<file path="config.mk">
export PLATFORM = sky130hd
export DESIGN_NAME = pool_feeder
export DESIGN_NICKNAME = d
export VERILOG_FILES = /design/src/rtl/pool_pkg.sv /design/src/rtl/pool_feeder_ram.sv /design/src/rtl/pool_feeder.sv
export SDC_FILE = /design/constraint.sdc
export NUM_CORES = 2
export LEC_CHECK = 0
export ABC_CLOCK_PERIOD_IN_PS = 7580
export CAP_MARGIN = 20
export CORE_MARGIN = 10
export CORE_UTILIZATION = 32
export CTS_BUF_LIST = sky130_fd_sc_hd__clkbuf_2
export DETAILED_ROUTE_END_ITERATION = 8
export PLACE_DENSITY = 0.56
export SLEW_MARGIN = 15
export SYNTH_ARGS = -nofsm -noshare
export SYNTH_HDL_FRONTEND = slang
export SYNTH_SLANG_ARGS = --single-unit
</file>
<file path="constraint.sdc">
create_clock -name clock -period 7.58 [get_ports clock]
set_clock_uncertainty 0.05 [all_clocks]
set_input_delay 2.274 -clock clock [delete_from_list [all_inputs] [get_ports clock]]
set_output_delay 2.274 -clock clock [all_outputs]
set_load 0.01 [all_outputs]
</file>
<file path="src/rtl/pool_pkg.sv">
// pool_pkg: shared point-count constants and feeder state encoding for the pooling path
package pool_pkg;

    localparam int POOL_POINTS = 49;
    localparam int POOL_IDX_W  = 6;

    typedef enum logic [1:0] {
        FEED_IDLE,
        FEED_STREAM,
        FEED_WAIT_DONE
    } feed_state_t;

endpackage

</file>
<file path="src/rtl/pool_feeder_ram.sv">
// pool_feeder_ram: two-bank simple dual-port RAM, one write port, one registered read port
module pool_feeder_ram
    import pool_pkg::*;
#(
    parameter int DATA_WIDTH = 32
) (
    input  logic                  clock,
    input  logic                  reset,
    input  logic                  wr_en,
    input  logic [POOL_IDX_W:0]   wr_addr,
    input  logic [DATA_WIDTH-1:0] wr_data,
    input  logic                  rd_en,
    input  logic [POOL_IDX_W:0]   rd_addr,
    output logic [DATA_WIDTH-1:0] rd_data
);

    // Address is {bank, idx}, so the array spans the full index range of both banks.
    logic [DATA_WIDTH-1:0] mem [0:2**(POOL_IDX_W+1)-1];

    // Storage write; contents are never reset.
    always_ff @(posedge clock)
        if (wr_en) mem[wr_addr] <= wr_data;

    // One-cycle read; the output register clears so out_data starts at zero.
    always_ff @(posedge clock or posedge reset)
        if (reset) rd_data <= '0;
        else if (rd_en) rd_data <= mem[rd_addr];

endmodule

</file>
<file path="src/rtl/pool_feeder.sv">
// pool_feeder: ping-pong tile buffer replaying full tiles as gap-free bursts to the pooler
module pool_feeder
    import pool_pkg::*;
#(
    parameter int DATA_WIDTH = 32,
    parameter int POINTS     = POOL_POINTS
) (
    input  logic                  clock,
    input  logic                  reset,
    input  logic [DATA_WIDTH-1:0] in_data,
    input  logic                  in_valid,
    output logic                  in_ready,
    output logic [DATA_WIDTH-1:0] out_data,
    output logic                  out_valid,
    input  logic                  pool_done,
    output logic                  busy,
    output logic                  proto_err
);

    localparam logic [POOL_IDX_W-1:0] LAST = POOL_IDX_W'(POINTS - 1);

    feed_state_t           state;
    logic                  wr_bank, rd_bank;
    logic [POOL_IDX_W-1:0] wr_idx, rd_idx;
    logic [1:0]            full, full_set, full_clr;
    logic                  wr_fire, wr_last, release_bank;

    assign in_ready     = !full[wr_bank];
    assign wr_fire      = in_valid && in_ready;
    assign wr_last      = wr_idx == LAST;
    assign release_bank = state == FEED_WAIT_DONE && pool_done;
    assign full_set     = {2{wr_fire && wr_last}} & (wr_bank ? 2'b10 : 2'b01);
    assign full_clr     = {2{release_bank}} & (rd_bank ? 2'b10 : 2'b01);
    assign busy         = |full || state != FEED_IDLE;

    // Write pointer walks through a bank and flips to the other one after the last point.
    always_ff @(posedge clock or posedge reset)
        if (reset) begin
            wr_bank <= 1'b0;
            wr_idx  <= '0;
        end else if (wr_fire) begin
            wr_idx <= wr_last ? '0 : wr_idx + POOL_IDX_W'(1);
            if (wr_last) wr_bank <= ~wr_bank;
        end

    // Bank full flags; set and clear always target different banks, so both apply.
    always_ff @(posedge clock or posedge reset)
        if (reset) full <= 2'b00;
        else full <= (full | full_set) & ~full_clr;

    // Read FSM: wait for a full bank, stream it, then hold until the pooler releases it.
    always_ff @(posedge clock or posedge reset)
        if (reset) begin
            state     <= FEED_IDLE;
            rd_bank   <= 1'b0;
            rd_idx    <= '0;
            out_valid <= 1'b0;
            proto_err <= 1'b0;
        end else begin
            out_valid <= state == FEED_STREAM;
            proto_err <= proto_err | (pool_done && state != FEED_WAIT_DONE);
            case (state)
                FEED_IDLE:
                    if (full[rd_bank]) begin
                        state  <= FEED_STREAM;
                        rd_idx <= '0;
                    end
                FEED_STREAM: begin
                    rd_idx <= rd_idx + POOL_IDX_W'(1);
                    if (rd_idx == LAST) state <= FEED_WAIT_DONE;
                end
                FEED_WAIT_DONE:
                    if (pool_done) begin
                        rd_bank <= ~rd_bank;
                        state   <= FEED_IDLE;
                    end
                default: state <= FEED_IDLE;
            endcase
        end

    pool_feeder_ram #(.DATA_WIDTH(DATA_WIDTH)) ram (
        .clock   (clock),
        .reset   (reset),
        .wr_en   (wr_fire),
        .wr_addr ({wr_bank, wr_idx}),
        .wr_data (in_data),
        .rd_en   (state == FEED_STREAM),
        .rd_addr ({rd_bank, rd_idx}),
        .rd_data (out_data)
    );

endmodule

</file>
After elaboration in Yosys (flattened, before gate mapping)
Memory sizes are Yosys's and may differ from the RTL's. A register that Yosys moved wholly into a read port is not among the register bits.
Cells that the tools add are included.
{ "op_classes": {"magnitude_cmp": 2, "n_bitwise": 8, "addsub": 2, "mux": 15, "eq_ne": 8, "reduce_logical": 14} }
{ "ops": {"columns": ["op", "count"], "rows": [
  ["6-bit by 1-bit adder with 6-bit output, second input constant", 2],
  ["6-bit equality test, second input constant", 2],
  ["6-bit two-way mux", 2],
  ["6-bit case mux with 2 select lines", 1],
  ["2-bit two-way mux", 5],
  ["2-bit != test, second input constant", 4],
  ["2-bit AND", 3],
  ["1-bit two-way mux", 6],
  ["2-bit case mux with 3 select lines", 1],
  ["2-bit AND reduction", 3],
  ["1-bit logical AND", 4],
  ["1-bit by 2-bit < comparator with 1-bit output, second input constant", 2],
  ["2-bit nonzero test", 2],
  ["3-bit AND reduction", 1],
  ["2-bit by 1-bit equality test with 1-bit output, second input constant", 1],
  ["2-bit equality test, second input constant", 1],
  ["2-bit logical NOT", 1],
  ["1-bit inverter", 2],
  ["2-bit inverter", 1],
  ["2-bit OR", 1],
  ["2-bit OR reduction", 1],
  ["1-bit logical NOT", 1],
  ["1-bit logical OR", 1],
  ["1-bit OR", 1]
]} }
{ "word_totals": {"register_bits": 20, "in_bits": 36, "mem_bits_rw": 4096, "out_inout_bits": 36, "n_memories": 1, "elab_cells": 58} }
{ "mem_list": {"columns": ["name", "words", "word_bits", "rd", "rd_ports_with_merged_regs", "wr", "line_no", "rtl"], "rows": [
  ["ram.mem", 128, 32, 1, 1, 1, "pool_feeder_ram.sv:18", "logic [DATA_WIDTH-1:0] mem [0:2**(POOL_IDX_W+1)-1];"]
]} }

Logic depth before layout (Yosys ltp)
{ "depth": {"ltp_word": 8, "mapped_depth": 12, "ltp_nobuf": 6} }

Hierarchy
Synthesis repeated with hierarchy kept, for this count alone.
{ "hier_totals": {"cells_unflattened": 7718, "hier_area_um2": 159440.4} }
{ "modules_own_cells": {"columns": ["module", "cells_each", "area_per_inst_um2", "n_inst", "seq_area_each_um2"], "rows": [
  ["pool_feeder_ram", 7619, 158438.2, 1, 123798.7],
  ["pool_feeder", 99, 1002.2, 1, 500.5]
]} }

Worst setup path after synthesis
OpenSTA, ideal clock, no wires.
{ "synth_timing": {"kind": "input-to-reg", "startpoint": "input in_valid", "endpoint": "memory ram.mem[127][0] (enable)", "setup_slack_ps": 2516, "cell_stages": 5, "arrival_time_ps": 4593, "path_buffers": 2, "t_required_ps": 7109, "setup_time_ps": 421, "path_cell_list": "and2_1 > clkbuf_1 > nand4_1 > clkbuf_1 > nor2_1"} }
{ "synth_via": {"elab_chain_len": 3} }
{ "synth_lines": {"columns": ["element", "line_no", "rtl"], "rows": [
  ["from (decl)", "pool_feeder.sv:11", "input logic in_valid,"],
  ["1-bit logical AND", "pool_feeder.sv:29", "assign wr_fire = in_valid && in_ready;"],
  ["1-bit two-way mux", "pool_feeder_ram.sv:22", "if (wr_en) mem[wr_addr] <= wr_data;"],
  ["1-bit two-way mux (implied by the code)", "pool_feeder_ram.sv:22", null],
  ["to (decl)", "pool_feeder_ram.sv:18", null]
]} }
Every way passes these cells.

Worst setup path in the final report
{ "layout_timing": {"startpoint": "register wr_bank", "endpoint": "output in_ready"} }
{ "layout_via": {"elab_chain_len": 3} }
{ "layout_lines": {"columns": ["element", "line_no", "rtl"], "rows": [
  ["from (decl)", "pool_feeder.sv:23", "logic wr_bank, rd_bank;"],
  ["from (signal assigned)", "pool_feeder.sv:43", "if (wr_last) wr_bank <= ~wr_bank;"],
  ["1-bit two-way mux (implied by the code) (2 in a row)", "pool_feeder.sv:28", "assign in_ready = !full[wr_bank];"],
  ["1-bit logical NOT", "pool_feeder.sv:28", null],
  ["to (decl)", "pool_feeder.sv:12", "output logic in_ready,"]
]} }
Every way passes these cells. The select of a mux whose other input is x is not followed.

==> impl_results.md <==
* DRT iter0 DRCs at 12,430
* # H-tree levels at 7
* R2R Path Start: wr_bank
* Part of the Yosys area used for sequential elements at 0.780
* Compound-Gate Fraction of Synth Area at 0.0321
* Async set-reset flop share out of synthesis at 0.0125
* CP startpoint: wr_bank
* I/O pins at around 70
* Synth Flop Type: edfxtp_1
* Met2 WL at ~210,000 um
* Wl on met1 at just under 200,000 um
* Antenna violations before repair at 54
* Cell variety after synth at around 50
* Rows at about 260
* DRT Pass-1 Iters at 6
* Clk Latency, worst-skew pair at around 2.2 ns
* Nets at ~8,600
* CP required at 5.26 ns
* Maxcap violations at 0
* Core area at 497,000 um2
* Bufs on Longest Clock Path at 5
* CTS Buf Count at around 1,100
* Simple-gate share of the synthesized area at 0.0200
* Design Area, Final at approximately 180,000 um2
* Synth Area in XOR/XNOR at 0.000275
* Clk slew on worst S/H paths at around 0.11 ns
* #FFs+latches synth at ~4,100
* Final setup violation count at 0
* Wire length on met3 at between 50,000 and 60,000 um
* Most frequent cell after synthesis: edfxtp_1
* First-pass GRT wire length at 650,000 um
* CTS sink cnt at between 4,000 and 5,000
* Placed inst area at approximately 170,000 um2
* VDD IR max at 308 uV
* Port buffer count at a little over 70
* Layout Cells excl Fill at roughly 16,000
* Crit Path Category: reg2out
* Uppermost routed layer: met5
* Final min period at slightly below 7 ns
* Count of antenna-violating nets left after detailed routing at 0
* Yosys top cell by area: edfxtp_1
* Final hold violation count at 0
* Pwr/cell area at 301 nW/um2
* Post-synth EDFFs at 4,096
* Outcome: finished clean
* Pin count of the biggest net entering global routing at about 130
* TritonCTS clock tree: done
* Max_slew headroom at 0.157
* HPWL after DPL at 286,000 um
* Core Util, Final at 0.359
* Wire length per cell at about 30 um
* Post-CTS Resized at 0
* DIE AREA at about 530,000 um2
* Worst Setup Start Kind: flip-flop
* Cells after Synth at between 7,000 and 8,000
* Ratio of cells with drive above 1 in the final layout at 0.301
* Multiplexer share of the synthesized area at 0.152
* Commonest cells post-synth: 4,096 x edfxtp_1, 815 x mux2i_1, 687 x mux4_2, 256 x nor2_1, 200 x o22ai_1
* Crit-path max FO at 11
* Syn. warnings at 0
* Syn Area/Cell at roughly 21 um2
* Area Overhead vs Synth at 12.0%
* Worst Tran Pin Value at around 1.3 ns
* Type of the most critical hold path: in2reg
* Die height at a little over 700 um
* Fillers at about 46,000
* Leak at around 56 nW
* Via/cell ratio at between 5 and 6
* Hold WS at approximately 0.36 ns
* Fin crit share at 0.899
* Clock root cell: clkbuf_2
* Vias in the first global route at about 84,000
* Setup TNS at 0 ns
* Top post-synthesis cells by area: edfxtp_1 77%, mux4_2 9.7%, mux2i_1 5.1%, dfrtp_1 0.82%, o22ai_1 0.79%
* Critical path arrival at 4.49 ns
* Global route total overflow at 0
* Global-route total usage across every layer at 0.175
* Post-CTS setup buffers at 0
* Largest family of logic cells by synthesized area: multiplexers
* Maximum clock frequency at between 100 and 150 MHz
* Vias at roughly 84,000
* Hold_sp: in_data[10]
* Post-synth top area share at 0.772
* # DRC at 0
* Starting Density at 0.321
* Crit. End Element: primary output
* Final Max Slew Viols at 0
* RSZ-0062 raised after global routing: no
* Cell Area, Synth at ~160,000 um2
* Syn nets at 7,666
* Gpl congestion at about 0.89
* Routed WL at about 480,000 um
* Post-Synth Adder-Cell Area at 0.000314
* Cell Count Post-Placement at roughly 14,000
* Die W at 726 um
==> cells in the final DEF, fill, tap and decap left out, types with 10 or more instances in the layout <==
cell type        count
clkbuf_2          1528
o221ai_1            55
a21oi_1            112
nor3_1              78
or3_1               22
o21ai_0             35
a221oi_1            29
edfxtp_1          4096
mux2_2              59
dfrtp_1             47
o22ai_1            200
a22oi_1             73
bufinv_16           10
buf_4              223
nand3_1             63
mux4_2             687
inv_2               30
a32oi_1             21
diode_2             30
nand2b_1            27
a221o_1             19
o211ai_1            63
clkdlybuf4s50_1     39
nand2_1            192
mux2i_1            815
o41ai_1             43
clkinv_2            24
a311oi_1            22
clkinv_1           173
nor2_1             124
a211oi_1            11
or4_1               22
nor2_4             130
buf_12              31
a31oi_1             34
nor2b_1             12
==> critical path: stages (launching register included) <==
cell and delay (ns):
dfrtp_1 0.64, mux2i_1 0.98, clkdlybuf4s50_1 0.72
==> area by class of cell <==
cell class	count	area, um2	share of cell area
inverters	9	40.0	0.000224
flip-flops and latches	4148	124000	0.697
repair buffers	311	2990	0.0168
clock buffers	1528	7650	0.0429
diodes	30	75.1	0.000421
multi-input cells	3018	33800	0.190
well taps	6655	8330	0.0467
clock inverters	237	1190	0.00668
==> metrics by stage <==
stage / power (mW) / worst slack (ns)
floorplan: 34.2 / 2.52
global placement: 39.5 / 1.23
detailed placement: 39.6 / 1.29
CTS: 54.0 / 0.473
global route: 55.7 / 0.561
finish: 53.7 / 0.767
==> layer usage <==
| metal | GRT usage | vias up |
|---|---|---|
| met5 | 0 | - |
| li1 | - | 34326 |
| met4 | 0.0667 | 16 |
| met1 | 0.246 | 44221 |
| met3 | 0.0459 | 712 |
| met2 | 0.260 | 4972 |
==> report_power, final <==
part / switching [mW] / leakage [nW] / internal, mW
registers: 0.525 / 37.5 / 25.7
clock network: 8.82 / 6.98 / 5.69
logic: 8.22 / 11.4 / 4.70
total: 17.6 / 55.8 / 36.1
==> sequential cells by signal, indices dropped and copies added (netlist names) <==
signal / flops
ram.mem: 4096
wr_idx: 6
wr_bank: 1
out_valid: 1
ram.rd_data: 32
state: 2
rd_bank: 1
rd_idx: 6
proto_err: 1
full: 2
==> repair_timing <==
item                                    in CTS  in global routing
endpoints found under the setup margin       0                  0
hold endpoints to repair                     4                  0
hold buffers                                 1                  0
==> path summary, 6_finish.rpt <==
path / depth (start not counted) / end / slack [ns]
max: 2 / in_ready / 0.77
min: 1 / ram.mem[2][10] / 0.36
max reg2reg: 5 / ram.mem[106][8] / 2.55
min reg2reg: 2 / full[0] / 0.57
max in group asynchronous: 3 / rd_idx[2] / 5.92
min in group asynchronous: 3 / ram.rd_data[13] / 0.83
==> cells by family after synthesis <==
logic type               Yosys count
AO/OA/AOI/OAI                    734
buffers and inverters            460
AND/OR/NAND/NOR                  714
XOR/XNOR                           5
flip-flops                      4148
adder cells (fa/ha/maj)            4
multiplexers                    1561
(Power assumes the default switching activity.)
==> variant, RTL diff (config.mk and constraints unchanged) <==
Make the reset (`reset`) synchronous in 4 clocked blocks.
--- a/src/rtl/pool_feeder_ram.sv
+++ b/src/rtl/pool_feeder_ram.sv
@@ -24,3 +24,3 @@
     // One-cycle read; the output register clears so out_data starts at zero.
-    always_ff @(posedge clock or posedge reset)
+    always_ff @(posedge clock)
         if (reset) rd_data <= '0;
--- a/src/rtl/pool_feeder.sv
+++ b/src/rtl/pool_feeder.sv
@@ -36,3 +36,3 @@
     // Write pointer walks through a bank and flips to the other one after the last point.
-    always_ff @(posedge clock or posedge reset)
+    always_ff @(posedge clock)
         if (reset) begin
@@ -46,3 +46,3 @@
     // Bank full flags; set and clear always target different banks, so both apply.
-    always_ff @(posedge clock or posedge reset)
+    always_ff @(posedge clock)
         if (reset) full <= 2'b00;
@@ -51,3 +51,3 @@
     // Read FSM: wait for a full bank, stream it, then hold until the pooler releases it.
-    always_ff @(posedge clock or posedge reset)
+    always_ff @(posedge clock)
         if (reset) begin
Function: not settled (the Yosys comparison gave no result); the edit may change what the design does.
==> variant against the unedited design <==
Synthesized area about the same; wire length is 0.37% higher; cell area rose by 0.59%; non-clock buffer count is 37 higher; maximum frequency grew 4.3%; setup slack improved by 280 ps; sequential cell count unchanged.
Power is not compared: it rests on default switching activity, and its combinational part moved more than twofold at a synthesized area within 25%.
==> variant: results (changes against the unedited design) <==
Drt
  • Count of antenna-violating nets left after detailed routing: 0 (unchanged)
  • M1 wire length: 189000 µm (was 196000 µm)
  • Wire length after detailed routing: 477000 µm (was 475000 µm)
  • Drt initial violations: 11172 (was 12430)
  • Via/cell ratio: 5.30 (was 5.29)
  • Met3 Wirelength: 51300 µm (was 50500 µm)
  • Top layer reached by signal wires: met5 (unchanged)
  • Wire length on met2: 219000 µm (was 214000 µm)
  • First drt pass iteration count: 6 (unchanged)
  • Routed length per instance: 30.8 µm (was 29.8 µm)

GRT
  • GRT Total Usage: 17.6% (was 17.5%)
  • Number of antenna violations at the first check in global routing: 67 (was 54)
  • First-pass GRT wire length: 652000 µm (was 650000 µm)
  • Pin count of the biggest net entering global routing: 119 (was 129)
  • Number of global-route vias before repair: 82269 (was 83885)

Placed design
  • Setup slack after placement: 1030 ps (was 1290 ps)
  • Placed wire-length estimate: 294000 µm (was 286000 µm)
  • Gp weighted congestion: 0.892 (was 0.890)
  • Port Buf Inserts: 71 (unchanged)
  • Placed Cells incl. Taps: 13602 (was 14128)
  • Post-DP Area: 169000 µm² (about the same)

Yosys
  • Number of warnings reported in the yosys synthesis log: 0 (unchanged)
  • EDFF count, synth: 4096 (unchanged)
  • Synth top area cells: edfxtp_1 (77%), mux4_2 (14%), mux2i_1 (2.0%) (was edfxtp_1 (77%), mux4_2 (9.7%), mux2i_1 (5.1%))
  • Prevailing post-synth register cell: edfxtp_1 (unchanged)
  • Post-Synthesis Mean Instance Area: 22.6 µm² (was 20.9 µm²)
  • Asr flop ratio synth: 0% (was 1.25%)
  • Proportion of synthesized chip area in sequential cells: 77.8% (was 78.0%)
  • Number of nets produced by synthesis: 7105 (was 7666)
  • Number of library cell types mapped by synthesis: 68 (was 51)
  • Most frequent cells after synthesis: edfxtp_1 (4096), mux4_2 (1007), mux2i_1 (321) (was edfxtp_1 (4096), mux2i_1 (815), mux4_2 (687))

Layout
  • Biggest regs: ram.mem x4096, ram.rd_data x32 (unchanged)
  • Nets: 8159 (was 8638)
  • Share of final-layout standard cells stronger than drive strength 1: 35.3% (was 30.1%)

CTS
  • Max clock buf depth: 5 (unchanged)
  • Clock H-tree levels: 7 (unchanged)
  • Post-CTS sizing: 0 (unchanged)
  • Cell chosen for the clock root: clkbuf_2 (unchanged)
  • Post-CTS setup buffer count: 0 (unchanged)
  • Num CTS Buffers: 1102 (was 1110)
  • CTS clock-pin slew for the worst setup and hold paths: 100 ps
  • Later-pin clock latency in the skew report: 2270 ps (was 2150 ps)

Status
  • Status: complete, no violations (unchanged)

Pwr
  • Leakage Power: 55.0 nW
  • Fraction of power spent switching nets: 23.5%
  • Worst ir drop on vdd: 0.131 mV

Critical path
  • CP arrival: 4210 ps (was 4490 ps)
  • Maximum fanout along the worst path: 11 (unchanged)

STA
  • Least-Margin Pin Slew: 1280 ps (was 1260 ps)
  • Number of pins exceeding their max-slew limit in the final report: 0 (unchanged)

Min path
  • Classification of the worst-slack hold path: input pin to flip-flop (unchanged)
[variant: cell types whose count changed after synthesis, sizes merged, moves of 38 or more]
cell,unedited run,this run
a22oi,73,30
clkbuf,189,141
dfrtp,52,0
dfxtp,0,52
mux2i,815,321
mux4,687,1012
nand2,196,244
nor3,78,37
o211ai,63,18
o22ai,200,64
o41ai,43,5
[variant: stage by stage]
step / util (%) / power [W] / hold slack, ps
final: 36.1 / 0.0404 / 305
after global routing: 36.1 / 0.0420 / 94.3
after CTS: 35.8 / 0.0408 / 30.0
after detailed placement: 34.0 / 0.0264 / 469
after global placement: 33.9 / 0.0264 / 487
after floorplan: - / 0.0258 / 420
[variant: critical path, cell delays in order, from the launching register on]
cell and delay [ps]:
dfxtp_1 680, mux2i_1 280, buf_4 150, clkdlybuf4s50_1 830
[variant: cell type report]
cell class                 instances  area, µm²
fill                           45833     317000
sequential                      4148     124000
multi-input combinational       2508      33800
tap                             6655       8330
clock buffer                    1514       7580
timing repair buffer             348       4330
clock inverter                   241       1240
antenna                           37       92.6
inverter                          11       63.8
[variant: path summary, 6_finish.rpt]
check                               from                            to  slack [ps]  cells after the start
setup / recovery    wr_bank$_SDFFE_PP0N_                      in_ready        1050                      3
hold / removal               in_data[11]    ram.mem[113][11]$_DFFE_PP_         300                      1
setup reg to reg  rd_idx[0]$_SDFFE_PP0P_  ram.rd_data[28]$_SDFFE_PP0N_        2880                      7
hold reg to reg       full[0]$_SDFF_PP0_            full[0]$_SDFF_PP0_         490                      2
[variant: power groups by stage]
stage,clock (W),combinational [W],sequential (W)
after floorplan,0,0.0000563,0.0257
after global placement,0,0.000653,0.0257
after detailed placement,0,0.000687,0.0257
after CTS,0.0149,0.000687,0.0252
after global routing,0.0161,0.000711,0.0252
final,0.0145,0.000682,0.0252
[variant: cell families (layout without fill, tap and decap cells)]
group	count (synthesis)	after routing	share of synthesized area [%]
AO/OA/AOI/OAI	483	483	2.16
XOR/XNOR	5	5	0.0275
adder cells (fa/ha/maj)	4	4	0.0314
buffers and inverters	409	2114	1.66
flip-flops	4148	4148	77.8
multiplexers	1362	1362	16.5
other	0	37	0
AND/OR/NAND/NOR	654	654	1.77
[variant: layer usage]
layer | GRT usage [%] | vias up
met5 | 0 | -
met4 | 7.12 | 12
met3 | 5.52 | 767
met2 | 26.6 | 4807
met1 | 23.7 | 43603
li1 | - | 32810
